==> config.mk <==
export PLATFORM = sky130hd
export DESIGN_NAME = ecc_mem_scrubber_flat
export DESIGN_NICKNAME = d
export VERILOG_FILES = /design/src/rtl/ecc_mem_scrubber_pkg.sv /design/src/rtl/ecc_mem_scrubber_if.sv /design/src/rtl/ecc_mem_scrubber_timer.sv /design/src/rtl/ecc_mem_scrubber.sv /design/src/flat_wrapper.sv
export SDC_FILE = /design/constraint.sdc
export NUM_CORES = 1
export LEC_CHECK = 0
export CORE_ASPECT_RATIO = 1.5
export CORE_MARGIN = 2
export CORE_UTILIZATION = 50
export CTS_CLUSTER_SIZE = 28
export DETAILED_ROUTE_END_ITERATION = 10
export DONT_BUFFER_PORTS = 1
export GPL_TIMING_DRIVEN = 0
export PLACE_DENSITY = 0.74
export REMOVE_ABC_BUFFERS = 1
export SYNTH_ARGS = -nofsm -noshare
export SYNTH_HDL_FRONTEND = slang
export SYNTH_HIERARCHICAL = 1
export SYNTH_SLANG_ARGS = --single-unit
==> constraint.sdc <==
create_clock -name i_clk -period 3.38 [get_ports i_clk]
set_clock_uncertainty 0.15 [all_clocks]
set_input_delay 0.338 -clock i_clk [delete_from_list [all_inputs] [get_ports i_clk]]
set_output_delay 0.338 -clock i_clk [all_outputs]
set_load 0.02 [all_outputs]
==> src/rtl/ecc_mem_scrubber_pkg.sv <==
// Shared types for the ECC memory scrubber: FSM state encoding and latency-counter sizing.
// The counter only ever holds latency-1, so its width tracks the larger of the two memory latencies.
package ecc_scrub_pkg;

  typedef enum logic [2:0] {
    IDLE,
    RD_REQ,
    RD_WAIT,
    CHECK,
    WR_BACK,
    WR_WAIT,
    NEXT,
    DONE
  } scrub_state_e;

  localparam int unsigned DEF_READ_LATENCY  = 4;
  localparam int unsigned DEF_WRITE_LATENCY = 5;

  function automatic int unsigned lat_cnt_width(input int unsigned rd_lat, input int unsigned wr_lat);
    int unsigned max_lat;
    max_lat = (rd_lat > wr_lat) ? rd_lat : wr_lat;
    return (max_lat <= 2) ? 1 : $clog2(max_lat);
  endfunction

  localparam int unsigned LAT_CNT_W = lat_cnt_width(DEF_READ_LATENCY, DEF_WRITE_LATENCY);

endpackage

==> src/rtl/ecc_mem_scrubber_if.sv <==
// Single-port ECC memory bus between the scrubber (master) and the memory (slave).
// i_dout/i_error are the memory's read response and are qualified by the scrubber's own latency count.
interface ecc_mem_scrubber_if
  import ecc_scrub_pkg::*;
#(
  parameter int DATA_WIDTH = 8,
  parameter int ADDR_WIDTH = 3
);

  logic                  o_en;
  logic                  o_we;
  logic [ADDR_WIDTH-1:0] o_addr;
  logic [DATA_WIDTH-1:0] o_din;
  logic [DATA_WIDTH-1:0] i_dout;
  logic                  i_error;

  modport master (
    output o_en,
    output o_we,
    output o_addr,
    output o_din,
    input  i_dout,
    input  i_error
  );

  modport slave (
    input  o_en,
    input  o_we,
    input  o_addr,
    input  o_din,
    output i_dout,
    output i_error
  );

endinterface

==> src/rtl/ecc_mem_scrubber_timer.sv <==
// Loadable down-counter with a zero flag; paces both the read-response and write-commit waits.
// Load wins over decrement; the count parks at zero rather than wrapping.
module scrub_wait_timer
  import ecc_scrub_pkg::*;
#(
  parameter int unsigned W = LAT_CNT_W
) (
  input  logic         i_clk,
  input  logic         i_rst,
  input  logic         i_load,
  input  logic [W-1:0] i_load_val,
  input  logic         i_dec,
  output logic         o_zero
);

  logic [W-1:0] cnt_q;
  logic [W-1:0] cnt_d;

  always_comb begin
    cnt_d = cnt_q;
    if (i_load) begin
      cnt_d = i_load_val;
    end else if (i_dec && (cnt_q != '0)) begin
      cnt_d = cnt_q - W'(1);
    end
  end

  always_ff @(posedge i_clk) begin
    if (i_rst) begin
      cnt_q <= '0;
    end else begin
      cnt_q <= cnt_d;
    end
  end

  assign o_zero = (cnt_q == '0);

endmodule

==> src/rtl/ecc_mem_scrubber.sv <==
// Sweeps every word, reads it, and writes back the corrected word when the memory flags an ECC error.
// Error logging (count + last address) exists only when ECC_SCRUB_ERR_LOG_EN is defined; otherwise tied to 0.
module ecc_mem_scrubber
  import ecc_scrub_pkg::*;
#(
  parameter int DATA_WIDTH    = 8,
  parameter int ADDR_WIDTH    = 3,
  parameter int MEM_DEPTH     = 2**ADDR_WIDTH,
  parameter int READ_LATENCY  = DEF_READ_LATENCY,
  parameter int WRITE_LATENCY = DEF_WRITE_LATENCY
) (
  input  logic                  i_clk,
  input  logic                  i_rst,
  input  logic                  i_start,
  input  logic                  i_abort,
  ecc_mem_scrubber_if.master    mem,
  output logic                  o_busy,
  output logic                  o_done,
  output logic [ADDR_WIDTH:0]   o_err_count,
  output logic [ADDR_WIDTH-1:0] o_last_err_addr
);

  localparam int unsigned CNT_W = lat_cnt_width(READ_LATENCY, WRITE_LATENCY);

  scrub_state_e          state_q, state_d;
  logic [ADDR_WIDTH-1:0] addr_q, addr_d;
  logic [DATA_WIDTH-1:0] din_q, din_d;
  logic                  err_cap_q, err_cap_d;
  logic                  abort_q, abort_d;

  logic                  tmr_load;
  logic [CNT_W-1:0]      tmr_val;
  logic                  tmr_dec;
  logic                  tmr_zero;

  scrub_wait_timer #(
    .W (CNT_W)
  ) u_wait_timer (
    .i_clk      (i_clk),
    .i_rst      (i_rst),
    .i_load     (tmr_load),
    .i_load_val (tmr_val),
    .i_dec      (tmr_dec),
    .o_zero     (tmr_zero)
  );

  always_comb begin
    state_d   = state_q;
    addr_d    = addr_q;
    din_d     = din_q;
    err_cap_d = err_cap_q;
    abort_d   = abort_q;
    tmr_load  = 1'b0;
    tmr_val   = '0;
    tmr_dec   = 1'b0;

    unique case (state_q)
      IDLE: begin
        if (i_start) begin
          state_d = RD_REQ;
          addr_d  = '0;
          abort_d = 1'b0;
        end
      end
      RD_REQ: begin
        tmr_load = 1'b1;
        tmr_val  = CNT_W'(READ_LATENCY - 1);
        state_d  = i_abort ? DONE : RD_WAIT;
      end
      RD_WAIT: begin
        if (i_abort) begin
          state_d = DONE;
        end else if (tmr_zero) begin
          din_d     = mem.i_dout;
          err_cap_d = mem.i_error;
          state_d   = CHECK;
        end else begin
          tmr_dec = 1'b1;
        end
      end
      CHECK: begin
        if (i_abort) begin
          state_d = DONE;
        end else begin
          state_d = err_cap_q ? WR_BACK : NEXT;
        end
      end
      WR_BACK: begin
        tmr_load = 1'b1;
        tmr_val  = CNT_W'(WRITE_LATENCY - 1);
        abort_d  = abort_q | i_abort;
        state_d  = WR_WAIT;
      end
      WR_WAIT: begin
        // An abort here must not cut the write short; it is remembered until the commit time elapses.
        abort_d = abort_q | i_abort;
        if (tmr_zero) begin
          state_d = (abort_q || i_abort) ? DONE : NEXT;
        end else begin
          tmr_dec = 1'b1;
        end
      end
      NEXT: begin
        if (i_abort || (addr_q == ADDR_WIDTH'(MEM_DEPTH - 1))) begin
          state_d = DONE;
        end else begin
          addr_d  = addr_q + ADDR_WIDTH'(1);
          state_d = RD_REQ;
        end
      end
      DONE: begin
        abort_d = 1'b0;
        state_d = IDLE;
      end
      default: state_d = IDLE;
    endcase
  end

  always_ff @(posedge i_clk) begin
    if (i_rst) begin
      state_q   <= IDLE;
      addr_q    <= '0;
      din_q     <= '0;
      err_cap_q <= 1'b0;
      abort_q   <= 1'b0;
    end else begin
      state_q   <= state_d;
      addr_q    <= addr_d;
      din_q     <= din_d;
      err_cap_q <= err_cap_d;
      abort_q   <= abort_d;
    end
  end

  assign mem.o_en   = (state_q == RD_REQ) || (state_q == WR_BACK);
  assign mem.o_we   = (state_q == WR_BACK);
  assign mem.o_addr = addr_q;
  assign mem.o_din  = din_q;
  assign o_busy     = (state_q != IDLE) && (state_q != DONE);
  assign o_done     = (state_q == DONE);

`ifdef ECC_SCRUB_ERR_LOG_EN
  localparam int CW = ADDR_WIDTH + 1;

  logic                  start_acc;
  logic                  log_err;
  logic [CW-1:0]         err_cnt_q;
  logic [ADDR_WIDTH-1:0] last_err_q;

  assign start_acc = (state_q == IDLE) && i_start;
  assign log_err   = (state_q == CHECK) && err_cap_q && !i_abort;

  always_ff @(posedge i_clk) begin
    if (i_rst) begin
      err_cnt_q  <= '0;
      last_err_q <= '0;
    end else if (start_acc) begin
      err_cnt_q  <= '0;
    end else if (log_err) begin
      if (err_cnt_q != '1) begin
        err_cnt_q <= err_cnt_q + CW'(1);
      end
      last_err_q <= addr_q;
    end
  end

  assign o_err_count     = err_cnt_q;
  assign o_last_err_addr = last_err_q;
`else
  assign o_err_count     = '0;
  assign o_last_err_addr = '0;
`endif

endmodule

==> src/flat_wrapper.sv <==
// flat-port wrapper written by rule: the top's interface ports become plain ports
module ecc_mem_scrubber_flat import ecc_scrub_pkg::*;
#(
  parameter int DATA_WIDTH    = 8,
  parameter int ADDR_WIDTH    = 3,
  parameter int MEM_DEPTH     = 2**ADDR_WIDTH,
  parameter int READ_LATENCY  = DEF_READ_LATENCY,
  parameter int WRITE_LATENCY = DEF_WRITE_LATENCY
)
  (i_clk, i_rst, i_start, i_abort, o_busy, o_done, o_err_count, o_last_err_addr, mem_o_en, mem_o_we, mem_o_addr, mem_o_din, mem_i_dout, mem_i_error);
  ecc_mem_scrubber_if #(.DATA_WIDTH(DATA_WIDTH), .ADDR_WIDTH(ADDR_WIDTH)) mem_i ();
  input  logic i_clk;
  input  logic i_rst;
  input  logic i_start;
  input  logic i_abort;
  output logic o_busy;
  output logic o_done;
  output logic [ADDR_WIDTH:0] o_err_count;
  output logic [ADDR_WIDTH-1:0] o_last_err_addr;
  output wire logic [$bits(mem_i.o_en)-1:0] mem_o_en;
  output wire logic [$bits(mem_i.o_we)-1:0] mem_o_we;
  output wire logic [$bits(mem_i.o_addr)-1:0] mem_o_addr;
  output wire logic [$bits(mem_i.o_din)-1:0] mem_o_din;
  input wire logic [$bits(mem_i.i_dout)-1:0] mem_i_dout;
  input wire logic [$bits(mem_i.i_error)-1:0] mem_i_error;
  assign mem_o_en = mem_i.o_en;
  assign mem_o_we = mem_i.o_we;
  assign mem_o_addr = mem_i.o_addr;
  assign mem_o_din = mem_i.o_din;
  assign mem_i.i_dout = mem_i_dout;
  assign mem_i.i_error = mem_i_error;
  ecc_mem_scrubber #(.DATA_WIDTH(DATA_WIDTH), .ADDR_WIDTH(ADDR_WIDTH), .MEM_DEPTH(MEM_DEPTH), .READ_LATENCY(READ_LATENCY), .WRITE_LATENCY(WRITE_LATENCY)) u_core (.i_clk(i_clk), .i_rst(i_rst), .i_start(i_start), .i_abort(i_abort), .mem(mem_i), .o_busy(o_busy), .o_done(o_done), .o_err_count(o_err_count), .o_last_err_addr(o_last_err_addr));
endmodule
==> summary.txt <==
Status
  – Run status: complete, no violations

Route
  – WL final: 1927 um
  – Avg Vias per Cell: 5.589
  – Average detailed-routed wire length per instance: 13.20 um
  – Number of search-and-repair iterations in the first detailed-routing pass: 4
  – Initial DRC count: 21
  – Post-route DRC: 0
  – Post-route ant nets: 0
  – Via Count: 816

Global routing
  – Aggregate global-route resource usage: 0.1679
  – Antenna violations before repair: 0
  – Via count of the first global-routing pass: 778
  – GR Overflow Total: 0
  – Global-route wire length before repair: 3229 um
  – Pin count of the biggest net entering global routing: 18

Place
  – Place WS: 1.248 ns
  – IO Port Bufs: 0
  – Placed wire-length estimate after detailed placement: 1390 um
  – Total instance count after detailed placement: 141
  – Final weighted congestion of routability-driven global placement: 0.7836

Timing
  – RSZ-0062 raised after global routing: no
  – Final number of max-transition violations: 0
  – Fmax: 435.9 MHz
  – Final critical path time including I/O delays and setup: 2.294 ns
  – Hold Violations, Final: 0
  – Setup violation total in the final timing report: 0
  – Worst-case headroom to the max-slew limit: 0.4929
  – Worst-margin pin slew: 0.7579 ns
  – Fraction of the cycle the final worst path needs: 0.6788
  – Final setup slack of the worst path: 1.086 ns
  – Post-Route Setup TNS: 0 ns

Worst setup path
  – Startpoint-to-endpoint class of the critical path: flip-flop to primary output
  – Largest driver fanout on the critical path: 15
  – Arrival time at the worst endpoint: 1.81 ns
  – Launch point of the worst reg-to-reg path: u_core/state_q[1]
  – R2R cell count: 5
  – Capture point of the worst path: mem_o_we
  – Worst path max stage delay: 0.64 ns
  – Worst r2r dst: u_core/u_wait_timer/cnt_q[2]
  – Crit path depth: 2
  – Standard cell with the maximum stage delay on the critical path: sky130_fd_sc_hd__dfxtp_1
  – CP top delay family: flip-flops
  – Worst setup path startpoint: u_core/state_q[2]
  – Critical path launch point type: flip-flop
  – Nature of the critical path endpoint: primary output
  – Setup slack, reg-to-reg: 1.21 ns
  – Number of buffer and inverter stages on the critical path: 1
  – Cells along the critical path: inv_1, nor3_1
  – Required time of the worst setup path: 2.89 ns

CTS
  – Buffer cell driving the clock tree root: sky130_fd_sc_hd__clkbuf_4
  – CTS H-tree lvls: 1
  – Clock slew at reported path FFs: 0.11 ns
  – Clock tree from TritonCTS: done
  – Number of buffers created by CTS: 3
  – Number of clock sinks: 19
  – Clk buf depth: 2
  – Insertion delay of the later-clocked pin in the worst-skew pair: 0.29 ns
  – Post-CTS resize count: 0

Cells and area
  – Final cell count without fillers: 146
  – Utilization after layout: 0.5302
  – Fraction of final layout cells sized beyond drive strength 1: 0.07258
  – Filler cell count in the final layout: 198
  – Net count reported at finish: 142
  – Area Growth Syn to Fin: -0.1164%
  – Diode insertion count for antenna repair: 0

Logic synthesis
  – Synthesized area: 0.001076 sq mm
  – Leading cell type by number of instances after synthesis: sky130_fd_sc_hd__dfxtp_1
  – Register area share after synthesis: 0.3535
  – Avg Synthesized Cell Area: 8.473 sq um
  – Top cell types by occurrence after synthesis: sky130_fd_sc_hd__dfxtp_1 (19), sky130_fd_sc_hd__nor2_1 (16), sky130_fd_sc_hd__mux2i_1 (12)
  – Most area-consuming cells after synthesis: sky130_fd_sc_hd__dfxtp_1 (35%), sky130_fd_sc_hd__mux2i_1 (11%), sky130_fd_sc_hd__nor2_1 (5.6%), sky130_fd_sc_hd__buf_4 (4.9%), sky130_fd_sc_hd__ha_1 (4.7%)
  – Synthesis-stage register bit count: 19
  – Main flop type after synthesis: sky130_fd_sc_hd__dfxtp_1
  – Yosys synthesis warning count: 6
  – Count of mapped cells out of synthesis: 127
  – Number of flops mapped to enable cells by yosys: 0
  – FFs w/ async S/R, synth: 0
  – Top-area cell type share of the netlist area: 0.3535
  – Number of unique standard cell types used by synthesis: 38
  – Cell taking the most area after synthesis: sky130_fd_sc_hd__dfxtp_1

Pwr
  – Leakage: 0.4598 nW
  – Maximum ir drop on the vdd rail: 0.0003288 V
  – Cell Pwr Density: 558.1 mW/mm^2

Worst hold path
  – Class of the tightest hold or removal check: input port to flip-flop
  – Worst min-delay path startpoint: i_rst

Die
  – Placeable core area: 0.002027 sq mm
  – Effective utilization at floorplan: 0.5309
  – Overall die area: 0.002547 sq mm
  – Number of standard-cell rows in the floorplan: 20
  – IO Pins: 35
  – Die Span Y: 60.82 um
  – Horizontal die dimension: 41.88 um

Run
  – Maximum capacitance violations: 0
## logic make-up after synthesis
family / share of synthesized area
AO/OA/AOI/OAI: 0.1105
XOR/XNOR: 0.01628
adder cells (fa/ha/maj): 0.04651
buffers and inverters: 0.1035
flip-flops: 0.3535
multiplexers: 0.1221
other: 0.003485
AND/OR/NAND/NOR: 0.2442
## layout make-up
cell class              count  area, sq um  area share
well taps                  22        27.53     0.02561
multi-input cells          94        606.8      0.5646
flip-flops and latches     19        380.4      0.3539
repair buffers              1        10.01    0.009313
inverters                   6        22.52     0.02095
clock inverters             1        5.005    0.004657
clock buffers               3        22.52     0.02095
## layer usage
| layer | part of all wire | GRT usage | up-vias | wire [um] |
|---|---|---|---|---|
| met5 | 0 | 0 | - | 0 |
| met4 | 0.024 | 0.1106 | 0 | 46 |
| met3 | 0.043 | 0.03274 | 4 | 83 |
| met2 | 0.51 | 0.3036 | 18 | 991 |
| met1 | 0.42 | 0.1780 | 381 | 805 |
| li1 | - | - | 413 | - |
## cell usage in the layout, fill, tap and decap left out, drive strengths merged, types with 2 or more instances in the layout
| cell type | netlist | final |
|---|---|---|
| dfxtp | 19 | 19 |
| nor2 | 17 | 17 |
| mux2i | 12 | 12 |
| nand2 | 9 | 9 |
| a21oi | 9 | 9 |
| conb | 1 | 7 |
| nand2b | 7 | 7 |
| inv | 6 | 6 |
| ha | 4 | 4 |
| clkbuf | 3 | 3 |
| nor2b | 3 | 3 |
| xnor2 | 2 | 2 |
| nor3 | 2 | 2 |
| o21ai | 2 | 2 |
| nand3b | 2 | 2 |
| or3 | 2 | 2 |
| a31oi | 2 | 2 |
## registers in the layout (all words and copies together), names as in the netlist
name and flops:
u_core/u_wait_timer/cnt_q 3, u_core/mem.o_addr 3, u_core/state_q 3, u_core/err_cap_q 1
u_core/mem.o_din 8, u_core/abort_q 1
## per-stage QoR
stage | hold WS [ns] | total power [mW] | area, sq um
CTS | 0.02987 | 0.6054 | 1075
detailed placement | 0.2548 | 0.4899 | 1037
floorplan | 0.2504 | 0.4544 | 1010
global route | 0.02863 | 0.6450 | 1075
global placement | 0.2546 | 0.4810 | 1037
finish | 0.04008 | 0.5998 | 1075
## how the worst min path moves through the flow
stage	endpoint	slack [ns]	cells past startpoint
floorplan	u_core/state_q[1]	0.25	1
global placement	u_core/state_q[1]	0.25	1
detailed placement	u_core/state_q[1]	0.25	1
CTS	u_core/u_wait_timer/cnt_q[0]	0.03	2
global route	u_core/u_wait_timer/cnt_q[0]	0.03	2
finish	u_core/u_wait_timer/cnt_q[0]	0.04	2
## where the power goes
group          total (mW)  internal [mW]  switching (mW)
combinational       0.194         0.0832           0.111
clock               0.112         0.0440          0.0682
sequential          0.293          0.247          0.0464
## timing repair
item / 4_1_cts / 5_1_grt
hold buffers: 1 / 0
setup buffers: 0 / 0
hold endpoints to repair: 15 / 0
Power figures use the tool's default switching activity.
